`config.mk`:
```
export PLATFORM = sky130hd
export DESIGN_NAME = uart_tx
export DESIGN_NICKNAME = d
export VERILOG_FILES = /design/src/rtl/uart_pkg.sv /design/src/rtl/uart_baud_tick.sv /design/src/rtl/uart_tx.sv
export SDC_FILE = /design/constraint.sdc
export NUM_CORES = 1
export LEC_CHECK = 0
export ABC_AREA = 0
export ABC_CLOCK_PERIOD_IN_PS = 2400
export BUFFER_PORTS_ARGS = -buffer_cell sky130_fd_sc_hd__buf_2
export CAP_MARGIN = 20
export CORE_MARGIN = 2
export CORE_UTILIZATION = 55
export CTS_CLUSTER_SIZE = 20
export DETAILED_ROUTE_END_ITERATION = 10
export GPL_ROUTABILITY_DRIVEN = 0
export PLACE_DENSITY_LB_ADDON = 0.25
export SLEW_MARGIN = 20
export SYNTH_ARGS = -nofsm -noshare
export SYNTH_HDL_FRONTEND = slang
export SYNTH_SLANG_ARGS = --single-unit
```
`constraint.sdc`:
```
create_clock -name clock -period 2.4 [get_ports clock]
set_clock_uncertainty 0.2 [all_clocks]
set_input_delay 0.24 -clock clock [delete_from_list [all_inputs] [get_ports clock]]
set_output_delay 0.24 -clock clock [all_outputs]
set_load 0.05 [all_outputs]
```
`src/rtl/uart_pkg.sv`:
```
// uart_pkg: definitions shared by the UART transmitter and receiver.
//   uart_state_e   - frame state encoding (IDLE, START, DATA, PARITY, STOP)
//   PARITY_*       - parity mode selectors for the PARITY parameter
//   UART_BYTE_W    - width of the parallel data port
//   parity_bit()   - parity over the low nbits of a byte for a given mode
package uart_pkg;

    localparam int unsigned UART_BYTE_W   = 8;
    localparam int unsigned MIN_DATA_BITS = 5;
    localparam int unsigned MAX_DATA_BITS = 8;

    localparam int unsigned PARITY_NONE = 0;
    localparam int unsigned PARITY_EVEN = 1;
    localparam int unsigned PARITY_ODD  = 2;

    typedef enum logic [2:0] {
        ST_IDLE   = 3'd0,
        ST_START  = 3'd1,
        ST_DATA   = 3'd2,
        ST_PARITY = 3'd3,
        ST_STOP   = 3'd4
    } uart_state_e;

    // Even parity is the XOR of the data bits; odd parity is its inverse.
    function automatic logic parity_bit(
        input logic [UART_BYTE_W-1:0] value,
        input int unsigned            nbits,
        input int unsigned            mode
    );
        logic p;
        p = 1'b0;
        for (int unsigned b = 0; b < MAX_DATA_BITS; b++) begin
            if (b < nbits) begin
                p = p ^ value[3'(b)];
            end
        end
        return (mode == PARITY_ODD) ? ~p : p;
    endfunction

endpackage

```
`src/rtl/uart_baud_tick.sv`:
```
// uart_baud_tick: bit-period timer, counts 0..CLKS_PER_BIT-1 and wraps.
//   clock  - rising-edge clock
//   reset  - synchronous, active-high
//   clear  - holds the counter at 0 (used while the line is idle)
//   tick   - high in the cycle the counter sits at terminal count
module uart_baud_tick #(
    parameter int unsigned CLKS_PER_BIT = 16
) (
    input  logic clock,
    input  logic reset,
    input  logic clear,
    output logic tick
);

    // A divider of 1 still needs a 1-bit counter.
    localparam int unsigned CNT_W = (CLKS_PER_BIT > 1) ? $clog2(CLKS_PER_BIT) : 1;
    localparam logic [CNT_W-1:0] TERMINAL = CNT_W'(CLKS_PER_BIT - 1);

    if (CLKS_PER_BIT == 0) begin : g_bad_clks
        $error("uart_baud_tick: CLKS_PER_BIT must be at least 1");
    end

    logic [CNT_W-1:0] count;

    // Counter: cleared on reset/clear, wraps at terminal count.
    always_ff @(posedge clock) begin
        if (reset || clear) begin
            count <= '0;
        end else if (count == TERMINAL) begin
            count <= '0;
        end else begin
            count <= count + CNT_W'(1);
        end
    end

    assign tick = (count == TERMINAL);

endmodule

```
`src/rtl/uart_tx.sv`:
```
// uart_tx: UART transmitter, sends one byte per start/ready handshake as an
// LSB-first frame: start bit, DATA_BITS data bits, optional parity, stop bit(s).
//   clock      - rising-edge clock
//   reset      - synchronous, active-high; aborts any frame in flight
//   enable     - gates acceptance of new frames only
//   start      - request to send data (accepted when ready)
//   data       - payload, bits [DATA_BITS-1:0] are sent
//   ready      - combinational: a start this cycle will be accepted
//   busy       - a frame is on the line
//   serial_out - registered line output, idles high
//   done       - one-cycle pulse in the first idle cycle after a frame
module uart_tx
    import uart_pkg::*;
#(
    parameter int unsigned CLKS_PER_BIT = 16,
    parameter int unsigned DATA_BITS    = 8,
    parameter int unsigned PARITY       = 0,
    parameter int unsigned STOP_BITS    = 1
) (
    input  logic                   clock,
    input  logic                   reset,
    input  logic                   enable,
    input  logic                   start,
    input  logic [UART_BYTE_W-1:0] data,
    output logic                   ready,
    output logic                   busy,
    output logic                   serial_out,
    output logic                   done
);

    localparam int unsigned BIT_CNT_W = $clog2(DATA_BITS + 1);
    localparam logic [BIT_CNT_W-1:0] LAST_DATA = BIT_CNT_W'(DATA_BITS - 1);
    localparam logic [BIT_CNT_W-1:0] LAST_STOP = BIT_CNT_W'(STOP_BITS - 1);
    localparam logic HAS_PARITY = (PARITY != PARITY_NONE);

    if (CLKS_PER_BIT == 0) begin : g_bad_clks
        $error("uart_tx: CLKS_PER_BIT must be at least 1");
    end
    if (DATA_BITS < MIN_DATA_BITS || DATA_BITS > MAX_DATA_BITS) begin : g_bad_data_bits
        $error("uart_tx: DATA_BITS must be in 5..8");
    end
    if (PARITY > PARITY_ODD) begin : g_bad_parity
        $error("uart_tx: PARITY must be 0 (none), 1 (even) or 2 (odd)");
    end
    if (STOP_BITS < 1 || STOP_BITS > 2) begin : g_bad_stop_bits
        $error("uart_tx: STOP_BITS must be 1 or 2");
    end

    uart_state_e            state;
    logic [UART_BYTE_W-1:0] shreg;
    logic [BIT_CNT_W-1:0]   bit_cnt;
    logic                   parity_q;
    logic                   tick;
    logic                   accept_c;
    logic                   baud_clear_c;

    assign ready        = (state == ST_IDLE) && enable;
    assign accept_c     = start && ready;
    // Holding the timer at 0 while idle makes every frame start on a fresh bit period.
    assign baud_clear_c = (state == ST_IDLE);

    uart_baud_tick #(
        .CLKS_PER_BIT(CLKS_PER_BIT)
    ) u_baud (
        .clock(clock),
        .reset(reset),
        .clear(baud_clear_c),
        .tick (tick)
    );

    // Frame FSM; serial_out is loaded one edge ahead so the line is a pure register.
    always_ff @(posedge clock) begin
        if (reset) begin
            state      <= ST_IDLE;
            serial_out <= 1'b1;
            busy       <= 1'b0;
            done       <= 1'b0;
            shreg      <= '0;
            bit_cnt    <= '0;
            parity_q   <= 1'b0;
        end else begin
            done <= 1'b0;
            case (state)
                ST_IDLE: begin
                    if (accept_c) begin
                        shreg      <= data;
                        parity_q   <= parity_bit(data, DATA_BITS, PARITY);
                        bit_cnt    <= '0;
                        serial_out <= 1'b0;
                        busy       <= 1'b1;
                        state      <= ST_START;
                    end
                end

                ST_START: begin
                    if (tick) begin
                        serial_out <= shreg[0];
                        shreg      <= shreg >> 1;
                        state      <= ST_DATA;
                    end
                end

                // bit_cnt indexes the data bit currently on the line.
                ST_DATA: begin
                    if (tick) begin
                        if (bit_cnt == LAST_DATA) begin
                            bit_cnt <= '0;
                            if (HAS_PARITY) begin
                                serial_out <= parity_q;
                                state      <= ST_PARITY;
                            end else begin
                                serial_out <= 1'b1;
                                state      <= ST_STOP;
                            end
                        end else begin
                            bit_cnt    <= bit_cnt + BIT_CNT_W'(1);
                            serial_out <= shreg[0];
                            shreg      <= shreg >> 1;
                        end
                    end
                end

                ST_PARITY: begin
                    if (tick) begin
                        serial_out <= 1'b1;
                        state      <= ST_STOP;
                    end
                end

                // bit_cnt is reused to count stop-bit periods.
                ST_STOP: begin
                    if (tick) begin
                        if (bit_cnt == LAST_STOP) begin
                            bit_cnt <= '0;
                            busy    <= 1'b0;
                            done    <= 1'b1;
                            state   <= ST_IDLE;
                        end else begin
                            bit_cnt <= bit_cnt + BIT_CNT_W'(1);
                        end
                    end
                end

                default: begin
                    serial_out <= 1'b1;
                    busy       <= 1'b0;
                    state      <= ST_IDLE;
                end
            endcase
        end
    end

endmodule

```
==> results.txt, run 1 <==
Synthesis produced a netlist with a net count of 147. The internal portion of the total power is 0.524 mW. For this design, the slowest cell found on the critical path is dfxtp_1. The count of buffers added by post-CTS timing repair for setup came out at 0.

In this run the static leakage power is 0.464 nW. In this run the worst setup path begins at state[2]. Sequential cells account for 55.4% of the total power.

Final cycle utilization of the critical path: 89.4%. Broken down by cell family, the worst path's largest delay share belongs to simple AND/OR/NAND/NOR gates. The first-pass GRT wire length came out at 3940 um.

For the worst setup path, the data required time is 1.96 ns. Entering global routing, the biggest net connects 21 pins. In this run the worst path has a maximum fanout of 16.

The cell sitting at the root of the clock tree is a clkbuf_4. The floorplan has 16 rows. For the number of routed nets with antenna violations, the log shows 0. The Yosys warning count came out at 0. 16 I/O pins were placed.

The clock network accounts for 28.4% of the total power. The predominant post-synthesis flop cell was dfxtp_1. For this configuration, the core starts out at a cell density of 59.8%. Combinational logic burns 16.2% of the power.

For this run, the slowest stage of the critical path takes 0.50 ns. The worst setup path is launched from a flip-flop. The tools report the switching power as 0.199 mW. The setup slack of the most critical reg-to-reg path is 0.36 ns, and the largest voltage drop on the vdd net is 0.376 mV.

The critical path class was reg -> out. The aggregate negative setup slack is 0 ns, and the post-route minimum period is 2.15 ns. The critical hold path startpoint was data[7]. After detailed routing, the number of remaining DRC violations is 0.

The detailed placer's ending HPWL came out at 1660 um. In this run the critical register-to-register path is captured at shreg[1]. The power density over the cells works out to 564 nW/um^2.

H-tree depth reported by CTS: 1. The worst pin sits at a relative slew slack of 61.1%. Setup repair after global routing left no endpoint under its margin. The tools report the number of distinct library cells after synthesis as 44. In the layout the commonest cells are dfxtp_1, buf_2, a21oi_1, nor2_1, a311oi_1.

After technology mapping, the gate count stands at 132. The tools report the kind of capture point of the worst setup path as a primary output. The final layout contains routed wiring with a total length of 2370 um. After floorplanning, the core was sized to cover 2000 sq um. The slew at the pin closest to its max-slew limit was 0.584 ns. The critical path runs through a total of 3 cells. The worst hold path belongs to the class in -> reg. Dividing the synthesized area by the synthesized cell count gives 9.07 sq um. The number of buffers added by the clock tree synthesis step was 3; the final number of max-transition violations was 0. The run gives 0 as the initial antenna violation count. In this run the deepest clock path goes through 2 buffers. The total congestion overflow is 0, and the height of the die is 50.7 um. Across all layers, the routed design uses 1,028 vias.

Clock tree synthesis found a total of 22 sinks. Summing all multi-input logic gate instances after layout gives 686 sq um. STA puts the critical path data arrival time at 1.71 ns. The run gives 466 MHz as the highest attainable clock frequency. The fraction of synthesis flops using an asynchronous set or reset pin was 0%; the relative area change from synthesis to final layout was 7.11%.

The design draws 0.723 mW. The area of the die was 2570 sq um; the post-cts repair resize count was 0. After filler insertion, the fill cell instance count of the layout stands at 183. Net switching is 27.5% of the power. Number of inserted diodes: 0.

The flip-flop and latch count after synthesis is 22. The quantity of hold-fixing buffers added after cts came out at 0. The sequential cells in the finished layout cover a total of 440 sq um. For the number of optimization iterations in the first detailed-route pass, the log shows 4. The die boundary width works out to 50.7 um. TritonCTS built the clock tree. Counting flops with a built-in enable in the synthesized netlist gives 0. The number of global-route vias before repair was 909; the count of input and output buffers was 15. The number of buffer and inverter instances along the worst setup path is 1, and the depth of the worst register-to-register path is 5. Clock-pin slew was measured on the worst setup and hold paths at 0.12 ns. Fraction of layout instances using a drive strength above 1: 17.6%. The tools report the number of DRC markers in iteration 0 as 24. The tools report the global-route usage over all layers as 20.3%. The mapped netlist covers 1200 sq um. The per-cell routed wire length was 14.0 um. Routed via count divided by cell count: 6.08.

Startpoint of the worst register-to-register path: u_baud.count[0]. The insertion delay of the later-clocked pin in the worst-skew pair is 0.31 ns, and the final setup violation count is 0. Summing the sequential cell areas from Yosys gives 36.8% of the chip area. The most common cell after layout, fill and taps aside was dfxtp_1.

Traced cell by cell, the critical path runs through nor3_1, and2_1, buf_2. Counting instances, the worst hold path has a depth of 3. The number of hold-slack violations in the final timing report was 0. Max-cap violations in this run came to 0. The flow ran to the end, and the final reports show no timing, DRC or antenna violations.

The layout net count is 158. The worst hold path terminates at shreg[7].
-- worst register-to-register path: cells and delay by family, from the launching register on --
kind | cells | cell delay, ns
compound gates | 3 | 0.95
flops | 1 | 0.38
simple gates | 1 | 0.19
fa+ha+maj | 1 | 0.24
-- flip-flops by register name, indices dropped and copies added (netlist names) --
register / flops
done: 1
serial_out: 1
state: 3
u_baud.count: 4
busy: 1
bit_cnt: 4
shreg: 8
-- Yosys cell counts (2+ instances only) --
| master | n | area, sq um |
|---|---|---|
| dfxtp_1 | 22 | 440 |
| a21oi_1 | 13 | 65.1 |
| nor2_1 | 9 | 33.8 |
| a311oi_1 | 8 | 70.1 |
| mux2i_1 | 7 | 70.1 |
| nor3_1 | 6 | 30.0 |
| nand4_1 | 4 | 25.0 |
| o21ai_0 | 4 | 20.0 |
| a31oi_1 | 3 | 18.8 |
| buf_2 | 3 | 15.0 |
| buf_6 | 3 | 33.8 |
| ha_1 | 3 | 37.5 |
| inv_1 | 3 | 11.3 |
| nand2b_1 | 3 | 18.8 |
| nand3b_1 | 3 | 22.5 |
| a211oi_1 | 2 | 15.0 |
| a21o_1 | 2 | 15.0 |
| and3_1 | 2 | 12.5 |
| and3b_1 | 2 | 17.5 |
| clkbuf_1 | 2 | 7.51 |
| nand2_1 | 2 | 7.51 |
| nand3_1 | 2 | 10.0 |
| o22ai_1 | 2 | 12.5 |
| xnor2_1 | 2 | 17.5 |
-- area by class of cell --
cell class              count  area share (%)
repair buffers             15            5.85
inverters                   3           0.878
well taps                  27            2.63
clock buffers               4            2.83
flip-flops and latches     22            34.3
multi-input cells          98            53.5
-- metal layers --
layer  wire length, um  GRT usage, %  vias up  share of wire (%)
li1                  -             -      528                  -
met4                13          8.56        0               0.55
met1              1100          26.7      475                 47
met3                87          4.17        2                3.7
met5                 0             0        -                  0
met2              1160          32.2       23                 49
-- worst max-delay path by stage --
stage | slack (ns) | end
global placement | 0.51 | bit_cnt[3]
floorplan | 0.54 | shreg[4]
CTS | 0.24 | ready
global route | 0.05 | ready
finish | 0.25 | ready
detailed placement | 0.36 | shreg[1]
-- cell families (layout without fill, tap and decap cells) --
kind of cell / after synthesis / count (layout) / synth area share, %
and+or+nand+nor: 41 / 41 / 20.0
muxes: 7 / 7 / 5.85
DFF: 22 / 22 / 36.8
buffers and inverters: 12 / 22 / 5.96
AOI/OAI and AO/OA: 44 / 44 / 26.1
adders and majority gates: 3 / 3 / 3.14
xor gates and xnor gates: 3 / 3 / 2.19
-- stage by stage --
stage          util, %  cells  cell area (sq um)  hold slack, ns  worst slack (ns)
2_1_floorplan        -    132               1200           0.194             0.536
3_5_place_dp      62.3    165               1250           0.253             0.361
3_3_place_gp      62.3    165               1250           0.230             0.506
5_1_grt           64.1    169               1280          0.0192            0.0548
6_report          64.1    169               1280          0.0159             0.254
4_1_cts           64.1    169               1280         0.00717             0.238
-- power groups by stage --
stage	clock [mW]	combinational [mW]	sequential [mW]
after floorplan	0	0.0853	0.414
after global placement	0	0.114	0.407
after detailed placement	0	0.117	0.408
after CTS	0.213	0.118	0.400
after global routing	0.220	0.130	0.404
final	0.205	0.117	0.400
Power figures use the tool's default switching activity.
==> run 2: changes to the inputs <==
- ABC_CLOCK_PERIOD_IN_PS: 2400 -> 2600
- CORE_UTILIZATION: 55 -> 60
- clock period: 2.4 -> 2.6 ns (I/O delays scaled with it)
==> run 2 against run 1 <==
Compared with the run above:
- power fell by 7.8%
- die area decreased by 7.7%
- sequential share of layout area is the same
- final area did not move
- core utilization rose by 2.7 points
- sequential power down 7.5%
- register-to-register slack better by 0.22 ns
==> results.txt, run 2 (synthesis gave the netlist of run 1 again) <==
The per-cell routed wire length came out at 13.6 um (was 14.0 um). Dominant delay contributor by cell family on the critical path: simple AND/OR/NAND/NOR gates (unchanged). The data arrival time at the worst-slack endpoint was 1.72 ns (was 1.71 ns); the maximum number of pins on one net before global-route repair was 21 (unchanged).

Critical path class: reg -> out (unchanged). Largest registers: shreg: 8 flops, bit_cnt: 4 flops, u_baud.count: 4 flops (unchanged). The logs give 0 (unchanged) for the number of hold-slack violations in the final timing report and 0 (unchanged) for the count of buffers added by post-CTS timing repair for setup. The tools report the detailed-route DRC error count as 0 (unchanged).

The fraction of layout instances using a drive strength above 1 is 17.6% (unchanged), and the area of the die is 2370 sq um (was 2570 sq um). The power density over the cells was 520 nW/um^2 (was 564 nW/um^2). The run gives 2.14 ns (was 1.96 ns) as the worst path required time. Commonest non-fill, non-tap cells in the layout: dfxtp_1, buf_2, a21oi_1, nor2_1, a311oi_1 (unchanged). The relative area change from synthesis to final layout is 7.11% (unchanged), and the clock-pin slew on the worst setup and hold paths is 0.12 ns (about the same).

The number of optimization iterations in the first detailed-route pass was 4 (unchanged); the final cycle utilization of the critical path was 83.8%. The logs give 3 (unchanged) for the number of buffers added by the clock tree synthesis step and 0 ns (unchanged) for the aggregate negative setup slack. Setup repair after global routing left no endpoint under its margin. The count of vias placed by the detailed router was 1,019 (was 1,028).

The tools report the detailed placer's ending HPWL as 1620 um (was 1660 um). TritonCTS built the clock tree. For the number of routed nets with antenna violations, the log shows 0 (unchanged). Register ranked first by flip-flop count: shreg (unchanged). Number of standard-cell rows in the floorplan: 16 (unchanged). The tools report the number of standard cells in the final layout excluding fillers as 169 (unchanged). The tools report the initial antenna violation count as 0 (unchanged). The run gives 0.31 ns (about the same) as the insertion delay of the later-clocked pin in the worst-skew pair. The worst slew margin relative to its limit is 60.5% (was 61.1%). Sequence of cells on the critical path: nor3_1, and2_1, buf_2 (unchanged). The total I/O pin count was 16 (unchanged).

The tools report the clock root buffer master as clkbuf_4 (unchanged). The delay of the slowest critical-path stage came out at 0.51 ns (was 0.50 ns). The largest voltage drop on the vdd net is 0.359 mV (was 0.376 mV), and the quantity of hold-fixing buffers added after cts is 0 (unchanged). The maximum fanout along the worst path was 16 (unchanged). The logs give 62.3% (was 59.8%) for the starting utilization of the core area and 0 (unchanged) for the final setup violation count. The fraction of the core area covered by cells at the end of the flow is 66.7% (was 64.1%).

The flow ran to the end, and the final reports show no timing, DRC or antenna violations. The routed design could run at a clock period as short as 2.18 ns. The number of flip-flops under the largest register name was 8 (unchanged). The layout net count came out at 158 (unchanged).

The die boundary width is 48.7 um (was 50.7 um), and the number of buffer and inverter instances along the worst setup path is 1 (unchanged). The launching element type of the critical path is a flip-flop (unchanged). The routed via count divided by cell count was 6.03 (was 6.08). The tools report the number of DRC markers in iteration 0 as 14 (was 24). For the maximum root-to-sink buffer count, the log shows 2 (unchanged). The H-tree depth reported by CTS came out at 1 (unchanged). The slew at the pin closest to its max-slew limit was 0.592 ns (was 0.584 ns). Master of the slowest instance on the critical path: dfxtp_1 (unchanged). The tools report the post-cts repair resize count as 0 (unchanged). The count of input and output buffers works out to 15 (unchanged).

The number of global-route vias before repair is 880 (was 909), and the count of maximum capacitance violations is 0 (unchanged). For this run, the top clock speed supported by timing is 459 MHz. The number of inserted diodes is 0 (unchanged). The first-pass GRT wire length was 3770 um (was 3940 um). For the global-route usage over all layers, the log shows 20.5% (was 20.3%). Cell count after placement: 165 (unchanged). The worst min-delay path category is in -> reg (unchanged).

The height of the die was 48.7 um (was 50.7 um); the total congestion overflow was 0 (unchanged). The run gives 0 (unchanged) as the final number of max-transition violations. The kind of capture point of the worst setup path was a primary output (unchanged). The total core area is 1920 sq um (was 2000 sq um). The most common cell after layout, fill and taps aside is dfxtp_1 (unchanged).

For the total wirelength of the detailed-routed design, the log shows 2300 um (was 2370 um). The CTS sink count is 22 (unchanged), and the reported leakage power is 0.464 nW (unchanged).
## run 2: cell counts in the layout (fill, tap and decap cells not counted)
Identical to the previous run, type by type.
## run 2: final timing paths
kind / from / to / slack (ns) / depth (start not counted)
setup / recovery: state[2] / ready / 0.42 / 3
hold / removal: data[7] / shreg[7] / 0.03 / 3
setup reg to reg: u_baud.count[0] / shreg[3] / 0.58 / 5
hold reg to reg: u_baud.count[0] / u_baud.count[0] / 0.26 / 1
## run 2: metrics by stage
stage / hold slack, ns / setup slack, ns / power, mW / instance area, sq um
after floorplan: 0.214 / 0.736 / 0.461 / 1200
after global routing: 0.0633 / 0.271 / 0.696 / 1280
after CTS: 0.0345 / 0.435 / 0.669 / 1280
after detailed placement: 0.246 / 0.611 / 0.484 / 1250
after global placement: 0.229 / 0.716 / 0.481 / 1250
final: 0.0262 / 0.422 / 0.667 / 1280
## run 2: area by class of cell
cell class                 instances  area [sq um]
clock buffer                       4          36.3
fill                             174           639
inverter                           3          11.3
multi-input combinational         98           686
sequential                        22           440
tap                               27          33.8
timing repair buffer              15          75.1
## run 2: where the power goes
part | switching [mW] | internal, mW
combinational | 0.0640 | 0.0436
clock | 0.103 | 0.0856
sequential | 0.0153 | 0.355
total | 0.183 | 0.484
## run 2: worst register-to-register path, stage by stage (launching register included)
cell and delay, ns:
dfxtp_1 0.38, ha_1 0.23, nand4b_1 0.19, a21oi_2 0.53, a21oi_1 0.14, a311oi_1 0.26
## run 2: layer usage
layer  track usage, %  wire, um
met3             4.01        73
met4             13.3        49
met5                0         0
met1             25.6      1120
met2             32.2      1060
